[src/rtl/mips_cbb_pkg.sv]
// Shared encodings for the MIPS SRAM arbiter slice: FSM states, arbitration
// modes and read-return owner.
package mips_cbb_pkg;

    typedef enum logic [1:0] {
        ST_ARB   = 2'd0,
        ST_LOCK0 = 2'd1,
        ST_LOCK1 = 2'd2
    } arb_state_t;

    localparam int ARB_RR    = 0;
    localparam int ARB_FIXED = 1;

    typedef enum logic [1:0] {
        OWN_NONE = 2'd0,
        OWN_M0   = 2'd1,
        OWN_M1   = 2'd2
    } owner_t;

endpackage

[src/rtl/mips_rr_arb2.sv]
// Two-way picker: round-robin against last_gnt, or fixed priority with
// requester 0 highest. Output is one-hot (or zero when nobody requests).
module mips_rr_arb2
    import mips_cbb_pkg::*;
#(
    parameter int ARB_MODE = ARB_RR
) (
    input  logic [1:0] req,
    input  logic       last_gnt,
    output logic [1:0] gnt
);

    // Conflict goes to the requester that did not win last, unless fixed mode
    always_comb begin
        gnt = 2'b00;
        case (req)
            2'b01:   gnt = 2'b01;
            2'b10:   gnt = 2'b10;
            2'b11: begin
                if (ARB_MODE == ARB_FIXED || last_gnt)
                    gnt = 2'b01;
                else
                    gnt = 2'b10;
            end
            default: gnt = 2'b00;
        endcase
    end

endmodule

[src/rtl/mips_spbmsram_arb.sv]
// Two-requester arbiter in front of a single-port bit-masked SRAM with
// registered read. Handles lock ownership for read-modify-write sequences
// and steers the one-cycle-late read data back to the requester that owns it.
module mips_spbmsram_arb
    import mips_cbb_pkg::*;
#(
    parameter int MEM_WIDTH  = 32,
    parameter int ADDR_WIDTH = 8,
    parameter int ARB_MODE   = ARB_RR
) (
    input  logic                  clk,
    input  logic                  rst_n,
    input  logic                  m0_req,
    input  logic                  m0_lock,
    input  logic                  m0_wen,
    input  logic [ADDR_WIDTH-1:0] m0_addr,
    input  logic [MEM_WIDTH-1:0]  m0_din,
    input  logic [MEM_WIDTH-1:0]  m0_wbeb,
    input  logic                  m1_req,
    input  logic                  m1_lock,
    input  logic                  m1_wen,
    input  logic [ADDR_WIDTH-1:0] m1_addr,
    input  logic [MEM_WIDTH-1:0]  m1_din,
    input  logic [MEM_WIDTH-1:0]  m1_wbeb,
    output logic                  m0_gnt,
    output logic                  m1_gnt,
    output logic                  m0_rvalid,
    output logic                  m1_rvalid,
    output logic [MEM_WIDTH-1:0]  m0_rdata,
    output logic [MEM_WIDTH-1:0]  m1_rdata,
    output logic                  mem_ce,
    output logic                  mem_wen,
    output logic [ADDR_WIDTH-1:0] mem_addr,
    output logic [MEM_WIDTH-1:0]  mem_din,
    output logic [MEM_WIDTH-1:0]  mem_wbeb,
    input  logic [MEM_WIDTH-1:0]  mem_dout
);

    arb_state_t state_q, state_d;
    logic       last_gnt_q, last_gnt_d;   // index of the last winner
    owner_t     rd_owner_q, rd_owner_d;   // who gets mem_dout next cycle
    logic [1:0] req_elig;
    logic [1:0] gnt_raw;
    logic [1:0] gnt;

    // Eligibility: a lock shuts out the other requester entirely
    always_comb begin
        req_elig = {m1_req, m0_req};
        case (state_q)
            ST_ARB:   req_elig = {m1_req, m0_req};
            ST_LOCK0: req_elig = {1'b0, m0_req};
            ST_LOCK1: req_elig = {m1_req, 1'b0};
            default:  req_elig = {m1_req, m0_req};
        endcase
    end

    mips_rr_arb2 #(
        .ARB_MODE (ARB_MODE)
    ) u_pick (
        .req      (req_elig),
        .last_gnt (last_gnt_q),
        .gnt      (gnt_raw)
    );

    // Nothing may reach the SRAM while reset is held
    assign gnt    = rst_n ? gnt_raw : 2'b00;
    assign m0_gnt = gnt[0];
    assign m1_gnt = gnt[1];

    // SRAM port mux; idle cycles drive all-zero so the bus is quiet
    always_comb begin
        mem_ce   = 1'b0;
        mem_wen  = 1'b0;
        mem_addr = '0;
        mem_din  = '0;
        mem_wbeb = '0;
        if (gnt[0]) begin
            mem_ce   = 1'b1;
            mem_wen  = m0_wen;
            mem_addr = m0_addr;
            mem_din  = m0_din;
            mem_wbeb = m0_wbeb;
        end else if (gnt[1]) begin
            mem_ce   = 1'b1;
            mem_wen  = m1_wen;
            mem_addr = m1_addr;
            mem_din  = m1_din;
            mem_wbeb = m1_wbeb;
        end
    end

    // Next state, round-robin history and read-return owner
    always_comb begin
        state_d    = state_q;
        last_gnt_d = last_gnt_q;
        rd_owner_d = OWN_NONE;
        if (gnt[0]) begin
            last_gnt_d = 1'b0;
            if (!m0_wen) rd_owner_d = OWN_M0;
        end else if (gnt[1]) begin
            last_gnt_d = 1'b1;
            if (!m1_wen) rd_owner_d = OWN_M1;
        end
        case (state_q)
            ST_ARB: begin
                if (gnt[0] && m0_lock)      state_d = ST_LOCK0;
                else if (gnt[1] && m1_lock) state_d = ST_LOCK1;
            end
            // Release on an unlocked access or when the owner drops req
            ST_LOCK0: if (!m0_req || (gnt[0] && !m0_lock)) state_d = ST_ARB;
            ST_LOCK1: if (!m1_req || (gnt[1] && !m1_lock)) state_d = ST_ARB;
            default:  state_d = ST_ARB;
        endcase
    end

    // State registers; reset drops locks and any in-flight read return
    always_ff @(posedge clk) begin
        if (!rst_n) begin
            state_q    <= ST_ARB;
            last_gnt_q <= 1'b1;
            rd_owner_q <= OWN_NONE;
        end else begin
            state_q    <= state_d;
            last_gnt_q <= last_gnt_d;
            rd_owner_q <= rd_owner_d;
        end
    end

    assign m0_rvalid = (rd_owner_q == OWN_M0);
    assign m1_rvalid = (rd_owner_q == OWN_M1);
    assign m0_rdata  = m0_rvalid ? mem_dout : '0;
    assign m1_rdata  = m1_rvalid ? mem_dout : '0;

endmodule

[config.mk]
export PLATFORM = sky130hd
export DESIGN_NAME = mips_spbmsram_arb
export DESIGN_NICKNAME = d
export VERILOG_FILES = /design/src/rtl/mips_cbb_pkg.sv /design/src/rtl/mips_rr_arb2.sv /design/src/rtl/mips_spbmsram_arb.sv
export SDC_FILE = /design/constraint.sdc
export NUM_CORES = 1
export LEC_CHECK = 0
export BUFFER_PORTS_ARGS = -buffer_cell sky130_fd_sc_hd__buf_4
export CAP_MARGIN = 20
export CORE_AREA = 2 2 127 129
export CTS_BUF_LIST = sky130_fd_sc_hd__clkbuf_8
export DETAILED_ROUTE_END_ITERATION = 10
export DIE_AREA = 0 0 129 131
export SLEW_MARGIN = 10
export SYNTH_ARGS = -nofsm -noshare
export SYNTH_HDL_FRONTEND = slang
export SYNTH_SLANG_ARGS = --single-unit
[constraint.sdc]
create_clock -name clk -period 4.11 [get_ports clk]
set_clock_uncertainty 0.2 [all_clocks]
set_input_delay 0.411 -clock clk [delete_from_list [all_inputs] [get_ports clk]]
set_output_delay 0.411 -clock clk [all_outputs]
set_load 0.02 [all_outputs]
-- Word level (Yosys, flattened, before mapping)
Index checks and enable logic that the tools add are counted.
- equality and inequality tests: 10
- reductions and logical operators: 13
- muxes and demuxes: 27
- operators by type and width (cell ; count):
    32-bit 2-to-1 mux ; 6
    2-bit 2-to-1 mux ; 9
    8-bit 2-to-1 mux ; 2
    2-bit one-hot mux with 3 select lines ; 2
    2-bit equality test (second input constant) ; 4
    1-bit 2-to-1 mux ; 7
    2-bit by 1-bit equality test with 1-bit output (second input constant) ; 3
    1-bit logical AND ; 4
    1-bit logical NOT ; 4
    2-bit != test (second input constant) ; 2
    2-bit one-hot mux with 2 select lines ; 1
    3-bit != test (second input constant) ; 1
    3-bit AND reduction ; 1
    2-bit logical NOT ; 1
    1-bit logical OR ; 2
    2-bit nonzero test ; 1
- output and inout bits: 142
- flip-flop bits (word level): 5
- bits of input ports: 184
- logic and storage cells: 53

-- Depth between registers and ports, before layout
Gate-level depths: netlist of the first run.
- depth after elaboration: 9
- depth in mapped cells: 8
- mapped depth without buffers: 7

-- Hierarchy
From an unflattened synthesis of the first run, not the netlist that was laid out.
- cell total of the unflattened synthesis: 200
- area total of the unflattened synthesis: 1492.7 um^2
- modules (own cells, without submodules) (module ; seq. area each (um^2) ; cells an instance ; times used ; area an instance (um^2)):
    mips_spbmsram_arb ; 100.1 ; 197 ; 1 ; 1473.9
    mips_rr_arb2 ; 0.0 ; 3 ; 1 ; 18.8

-- Least setup slack after synthesis of the first run
Ideal clock, no wire load.
- path type: reg2out
- start point: register state_q[0]
- end point: output mem_addr[0]
- stages on the path, launching flop included: 8
- data required time: 3.499 ns
- arrival time: 1.877 ns
- buffers on the path: 1
- setup slack: 1.622 ns
- cell sequence: dfxtp_1 > inv_1 > ha_1 > nand2b_1 > and2_4 > o211a_2 > clkbuf_1 > a22o_1
- elaborated cells between the ends (all ways): 10
- those cells by class: eq/ne: 5; mux: 5
- RTL lines (element ; line ; source):
    start: declaration ; mips_spbmsram_arb.sv:39 ; arb_state_t state_q, state_d;
    start signal: assignment ; mips_spbmsram_arb.sv:123 ; state_q <= state_d;
    2-bit equality test or 2-bit by 1-bit equality test with 1-bit output (tied branches) ; mips_spbmsram_arb.sv:49 ; case (state_q)
    2-bit one-hot mux with 2 select lines * ; mips_spbmsram_arb.sv:49 ;
    2-bit equality test or 2-bit by 1-bit equality test with 1-bit output (tied branches) ; mips_rr_arb2.sv:16 ; case (req)
    2-bit one-hot mux with 3 select lines * ; mips_rr_arb2.sv:16 ;
    2-bit 2-to-1 mux * ; mips_spbmsram_arb.sv:66 ; assign gnt = rst_n ? gnt_raw : 2'b00;
    named net m0_gnt ; mips_spbmsram_arb.sv:25 ; output logic m0_gnt,
    8-bit 2-to-1 mux * ; mips_spbmsram_arb.sv:77 ; if (gnt[0]) begin
    end: declaration ; mips_spbmsram_arb.sv:33 ; output logic [ADDR_WIDTH-1:0] mem_addr,
The timed path passes the listed nets; every way through them passes the cells marked *.

-- Final worst setup path of the first run
- start point: register state_q[0]
- end point: output mem_addr[3]
- longest elaborated chain between the ends: 7
- elaborated cells between the ends (all ways): 10
- those cells by class: eq/ne: 5; mux: 5
- ends and longest elaborated chain (element ; line ; source):
    2-bit equality test or 2-bit by 1-bit equality test with 1-bit output (tied branches) ; mips_spbmsram_arb.sv:49 ;
    2-bit one-hot mux with 2 select lines * ; mips_spbmsram_arb.sv:49 ;
    2-bit equality test or 2-bit by 1-bit equality test with 1-bit output (tied branches) ; mips_rr_arb2.sv:16 ;
    2-bit one-hot mux with 3 select lines * ; mips_rr_arb2.sv:16 ;
    2-bit 2-to-1 mux * ; mips_spbmsram_arb.sv:66 ;
    8-bit 2-to-1 mux ; mips_spbmsram_arb.sv:83 ; end else if (gnt[1]) begin
    8-bit 2-to-1 mux * ; mips_spbmsram_arb.sv:77 ;
Every way passes the cells marked *; elsewhere a longest branch is shown, timed or not.

==> metrics, run 1 <==
Placed Cells=between 700 and 800; Clock transition at path regs=0.04 ns; Post-Syn Area=1520 um2; Netlist cell types=26; final period utilization=just under 80%; hold path start=m1_wen; Worst Hold Slack=between 0.15 and 0.2 ns; share of total power in the clock network=roughly 11%; CTS sink count=5; post-route DRC violation count=0; Finished Layout Cells=between 700 and 800; io pins=about 330; Net Sw Frac=a little over two fifths; fin util=around 27%; Post-Syn Instances=around 200; P&R area growth vs syn=178%; share of layout cells above drive strength 1=roughly two thirds; critical path required time=about 3.5 ns; Pwr Density=193 nW/um2; grt ovf=0; min Tclk post-route=roughly 3.2 ns; synthesized area per cell=between 7 and 8 um2; Wirelength per Cell=approximately 14 um; Reg2Reg Launch Point=state_q[0]; final WL=approximately 10 mm; RSZ-0062 raised after global routing=no; EDFF count, synth=0; TritonRoute pass-1 iters=4; Ant. Diodes=0; Setup Viol. Count Final=0; f_max=~310 MHz; Warnings, synthesis=0; FF+latch count, synth=5; Cell Rows=between 40 and 50; drt via density=about 3.8; dpl hpwl=around 8.6 mm; port bufs=325; H-Tree Depth=1; Clk Latency, worst-skew pair=~0.22 ns; clock buffer depth=2; Pint=between 0.4 and 0.5 mW; Sw Pwr=between 0.3 and 0.4 mW; initial detailed-routing violation count=just over 50; Critical Path Source Type=flip-flop; outcome=completed; sequential share of the synthesized area=approximately 6.6%; ys flop type=dfxtp_1; CTS tree=done; area of the core=about 16000 um2; GPL Wtd Cong=~0.72; Setup Fix Bufs, Post-CTS=0; fin. max-slew vios=0; min-delay worst type=input pin to flip-flop; hold_buf cts=0; worst slew pin tran=~0.9 ns; gr usage total=under 10%; Die Footprint=approximately 17000 um2; Fin. Hold Viols=0; Filler cells=between 1500 and 2000; worst ir drop on vdd=between 0.09 and 0.1 mV; Combinational Power Share=82.0%; vias in the first global route=around 2500; Pleak=~2.3 nW; Gates resized, CTS repair=0; first-pass GRT wire length=~13 mm; CTS Buf Count=3; initial antenna violation count=0; NumNets Final=around 700; Crit. End Element=primary output; critical setup path kind=flip-flop to primary output; Clock Tree Root=clkbuf_8; Die Wd=129 um; Setup crit start=state_q[0]; max-cap violation count=0; largest net degree at the start of global routing=between 70 and 80; max_slew headroom=roughly two fifths; CP max FO=just under 80; Flop pwr share=under 10%; setup_tns=0 ns; Die Ht=between 100 and 150 um; via count=approximately 2800; FFs w/ async S/R, synth=0%; critical path data arrival time=around 2.6 ns; Net Count, Synth=just under 400; Post-DRT Antenna Nets=0; Initial Utilization=9.72%
sequential cells by signal, indices dropped and copies added, names as in the netlist:
| register | flops |
|---|---|
| rd_owner_q | 2 |
| last_gnt_q | 1 |
| state_q | 2 |
per-stage QoR:
| step | power (mW) | area [um2] | setup slack [ns] |
|---|---|---|---|
| after global routing | 0.869 | 4210 | 0.798 |
| after detailed placement | 0.734 | 4170 | 1.18 |
| after CTS | 0.826 | 4210 | 0.936 |
| after global placement | 0.735 | 4170 | 1.19 |
| final | 0.814 | 4210 | 0.931 |
| after floorplan | 0.389 | 1520 | 1.62 |
per-layer routing:
layer / up-vias / GRT usage, % / share of wire, %
li1: 1368 / - / -
met1: 1198 / 12.4 / 39
met2: 196 / 17.5 / 50
met3: 2 / 2.24 / 11
met4: 0 / 1.73 / 0.63
met5: - / 0 / 0
cell usage after synthesis (2+ instances only):
cell | count | share of area (%)
ha_1 | 3 | 2.5
dfxtp_1 | 5 | 6.6
buf_4 | 3 | 1.5
a22o_1 | 73 | 42
nor2b_1 | 4 | 1.6
nand2b_1 | 3 | 1.2
buf_2 | 10 | 3.3
nand2_1 | 4 | 0.99
clkbuf_1 | 9 | 2.2
inv_1 | 2 | 0.50
nand3_1 | 2 | 0.66
and2_1 | 67 | 28
worst max-delay path: stages, from the launching register on:
cell and delay [ns]:
dfxtp_1 0.36, inv_1 0.08, ha_1 0.32, nand2b_1 0.11, and2_4 0.19, o211a_4 0.70, a22o_1 0.33, buf_4 0.17
path summary, 6_finish.rpt:
| check | to | slack, ns | cells after the start |
|---|---|---|---|
| max | mem_addr[3] | 0.93 | 7 |
| max reg2reg | state_q[1] | 1.70 | 7 |
| min | rd_owner_q[1] | 0.17 | 2 |
| min reg2reg | state_q[1] | 0.34 | 2 |
cells in the final DEF (no fill, tap or decap):
master	n
nand2_1	4
a32o_1	1
a311o_1	1
a211oi_4	1
o21a_1	1
nand2b_1	3
dfxtp_1	5
and2_4	1
o221ai_1	1
buf_4	329
nand4_1	1
a21bo_2	1
inv_2	1
clkbuf_8	3
and3b_1	1
nor2b_1	4
and2_1	67
o211a_4	1
ha_1	3
a22o_1	73
a221oi_2	1
inv_1	3
nand3_1	2
o21ai_0	1
a31oi_4	1
power groups by stage:
stage	Clock, mW	Sequential [mW]	Combinational [mW]
floorplan	0	0.0580	0.331
global placement	0	0.0599	0.675
detailed placement	0	0.0599	0.674
CTS	0.0912	0.0592	0.675
global route	0.0967	0.0603	0.712
finish	0.0875	0.0591	0.667
logic make-up (layout without fill, tap and decap cells):
group / Yosys count / after routing / synth area share [%]
AND/OR/NAND/NOR: 83 / 83 / 33.7
flip-flops: 5 / 5 / 6.60
adder cells (fa/ha/maj): 3 / 3 / 2.48
buffers and inverters: 25 / 336 / 7.76
AO/OA/AOI/OAI: 83 / 83 / 49.4
cell type report:
type                       count  area, um2  area share, %
tap                          216        270           6.42
inverter                       3       11.3          0.267
clock inverter                 1       3.75         0.0892
timing repair buffer         329       2470           58.7
clock buffer                   3       41.3          0.981
sequential                     5        100           2.38
multi-input combinational    169       1310           31.2
Note: power is estimated with default switching activity, not from simulation.
==> run 2: changes to the inputs <==
CORE_AREA = 2 2 125 127   (was 2 2 127 129)
DIE_AREA = 0 0 127 129   (was 0 0 129 131)
clock period = 2.85 ns   (was 4.11 ns; I/O delays follow)
==> run 2 against run 1 <==
First-iteration DRC count rose by 110%. Clock power is 47% higher. Via count up 3.1%. Die area fell by 3.1%. Power up 47%. Sequential cell count unchanged. Sequential power rose by 46%. Wire length rose by 3.8%. Register-to-register slack lost 1.1 ns. Sequential share of layout area barely moved. Final area rose by 0.45%.
==> metrics, run 2 (same netlist as run 1, synthesis figures left out) <==
H-Tree Depth=1; initial antenna violation count=0; worst ir drop on vdd=0.116 mV; Setup Viol. Count Final=0; RR Endpoint=state_q[1]; setup slack after layout=0.112 ns; Die Ht=between 100 and 150 um; CTS tree=done; post-route DRC violation count=0; Pwr Density=around 280 nW/um2; GPL Wtd Cong=roughly 0.8; share of layout cells above drive strength 1=about two thirds; worst slew pin tran=between 0.4 and 0.5 ns; Largest regs=rd_owner_q x2, state_q x2, last_gnt_q x1; drt via density=4.07; post-placement worst setup slack=about 0.37 ns; Clk Latency, worst-skew pair=between 0.2 and 0.25 ns; Initial Utilization=between 10% and 20%; RSZ-0062 raised after global routing=no; Die Footprint=16400 um2; P&R area growth vs syn=179%; Tot Pwr=between 1 and 1.5 mW; NumNets Final=701; final WL=a little over 10 mm; Die Wd=127 um; critical path data arrival time=around 2.3 ns; min Tclk post-route=~2.7 ns; DP Area=~4200 um2; Clock Tree Root=clkbuf_8; hold_buf cts=0; commonest non-fill, non-tap cell in the layout=buf_4; Wirelength per Cell=between 10 and 15 um; R2R cell count=8; outcome=completed; initial detailed-routing violation count=between 100 and 150; fin area=4230 um2; grt ovf=0; Critical Path End=mem_din[20]; vias in the first global route=~2700; CP max-delay cell=dfxtp_1; dpl hpwl=roughly 9 mm; critical setup path kind=flip-flop to primary output; port bufs=approximately 330; f_max=roughly 370 MHz; first-pass GRT wire length=roughly 14 mm; critical path required time=~2.4 ns; clock buffer depth=2; via count=between 2000 and 3000; reg2reg setup slack=0.57 ns; max-cap violation count=0; critical path, cell by cell=inv_1, ha_1, nand2b_1, and2_4, a211oi_4, clkbuf_16, a22o_1, buf_4; Placed Cells=697; CTS sink count=5; io pins=around 330; most frequent cells in the layout=buf_4 (330), a22o_1 (73), and2_1 (67); Crit. End Element=primary output; max_slew headroom=between 60% and 70%; fin. max-slew vios=0; Post-DRT Antenna Nets=0; CTS Buf Count=3; largest net degree at the start of global routing=slightly below 80; gr usage total=10.6%; area of the core=around 15000 um2; Cell Rows=45; fin util=between 20% and 30%; Finished Layout Cells=between 700 and 800; Reg2Reg Launch Point=state_q[1]; TritonRoute pass-1 iters=4; Setup crit start=state_q[1]; Clock transition at path regs=0.04 ns; Ant. Diodes=0; setup_tns=0 ns; CP max FO=77; Critical Path Source Type=flip-flop; Pleak=between 2 and 2.5 nW; Worst Hold Slack=between 0.03 and 0.04 ns; Fin. Hold Viols=0; min-delay worst type=input pin to flip-flop; final period utilization=a little over nine tenths; Max stage delay on crit path=around 0.34 ns
run 2: cell types whose count changed in the layout (fill, tap and decap cells not counted):
| cell | delta |
|---|---|
| clkbuf_16 | +1 |
| dfxtp_1 | -1 |
| dfxtp_2 | +1 |
| buf_4 | +1 |
| buf_12 | +1 |
run 2: cell type report:
class | count | area [um2]
Clock buffer | 3 | 41.3
Clock inverter | 1 | 3.75
Timing Repair Buffer | 332 | 2520
Multi-Input combinational cell | 169 | 1310
Sequential cell | 5 | 101
Tap cell | 188 | 235
Inverter | 3 | 11.3
Fill cell | 1685 | 10700
run 2: worst max-delay path: cells and delay by family, from the launching register on:
family          cells  cell delay (ns)
buf+inv             3             0.57
compound gates      2             0.48
flops               1             0.34
fa+ha+maj           1             0.30
simple gates        2             0.26
run 2: power by group:
| group | internal [mW] | switching (mW) |
|---|---|---|
| Sequential | 0.0781 | 0.00789 |
| Clock | 0.0925 | 0.0367 |
| Combinational | 0.501 | 0.476 |
| Total | 0.672 | 0.521 |
run 2: how the worst min path moves through the flow:
stage                       from       endpoint  slack, ns  depth (start not counted)
after detailed placement  m0_wen  rd_owner_q[0]       0.26                          2
after floorplan            rst_n     last_gnt_q       0.15                          1
final                     m0_wen  rd_owner_q[0]       0.03                          2
after global routing      m0_wen  rd_owner_q[0]       0.03                          2
after global placement    m0_wen  rd_owner_q[0]       0.26                          2
after CTS                 m0_wen  rd_owner_q[0]       0.03                          2
run 2: what timing repair did:
| item | CTS | global route |
|---|---|---|
| setup endpoints to repair | 0 | 1 |
| resized for setup | 0 | 2 |
| setup buffers | 0 | 0 |
run 2: routing by layer:
layer	up-vias	GRT usage, %	share of wire, %
li1	1375	-	-
met5	-	0	0
met3	4	2.62	10
met4	0	0.711	0.41
met1	1258	13.1	39
met2	213	19.5	51
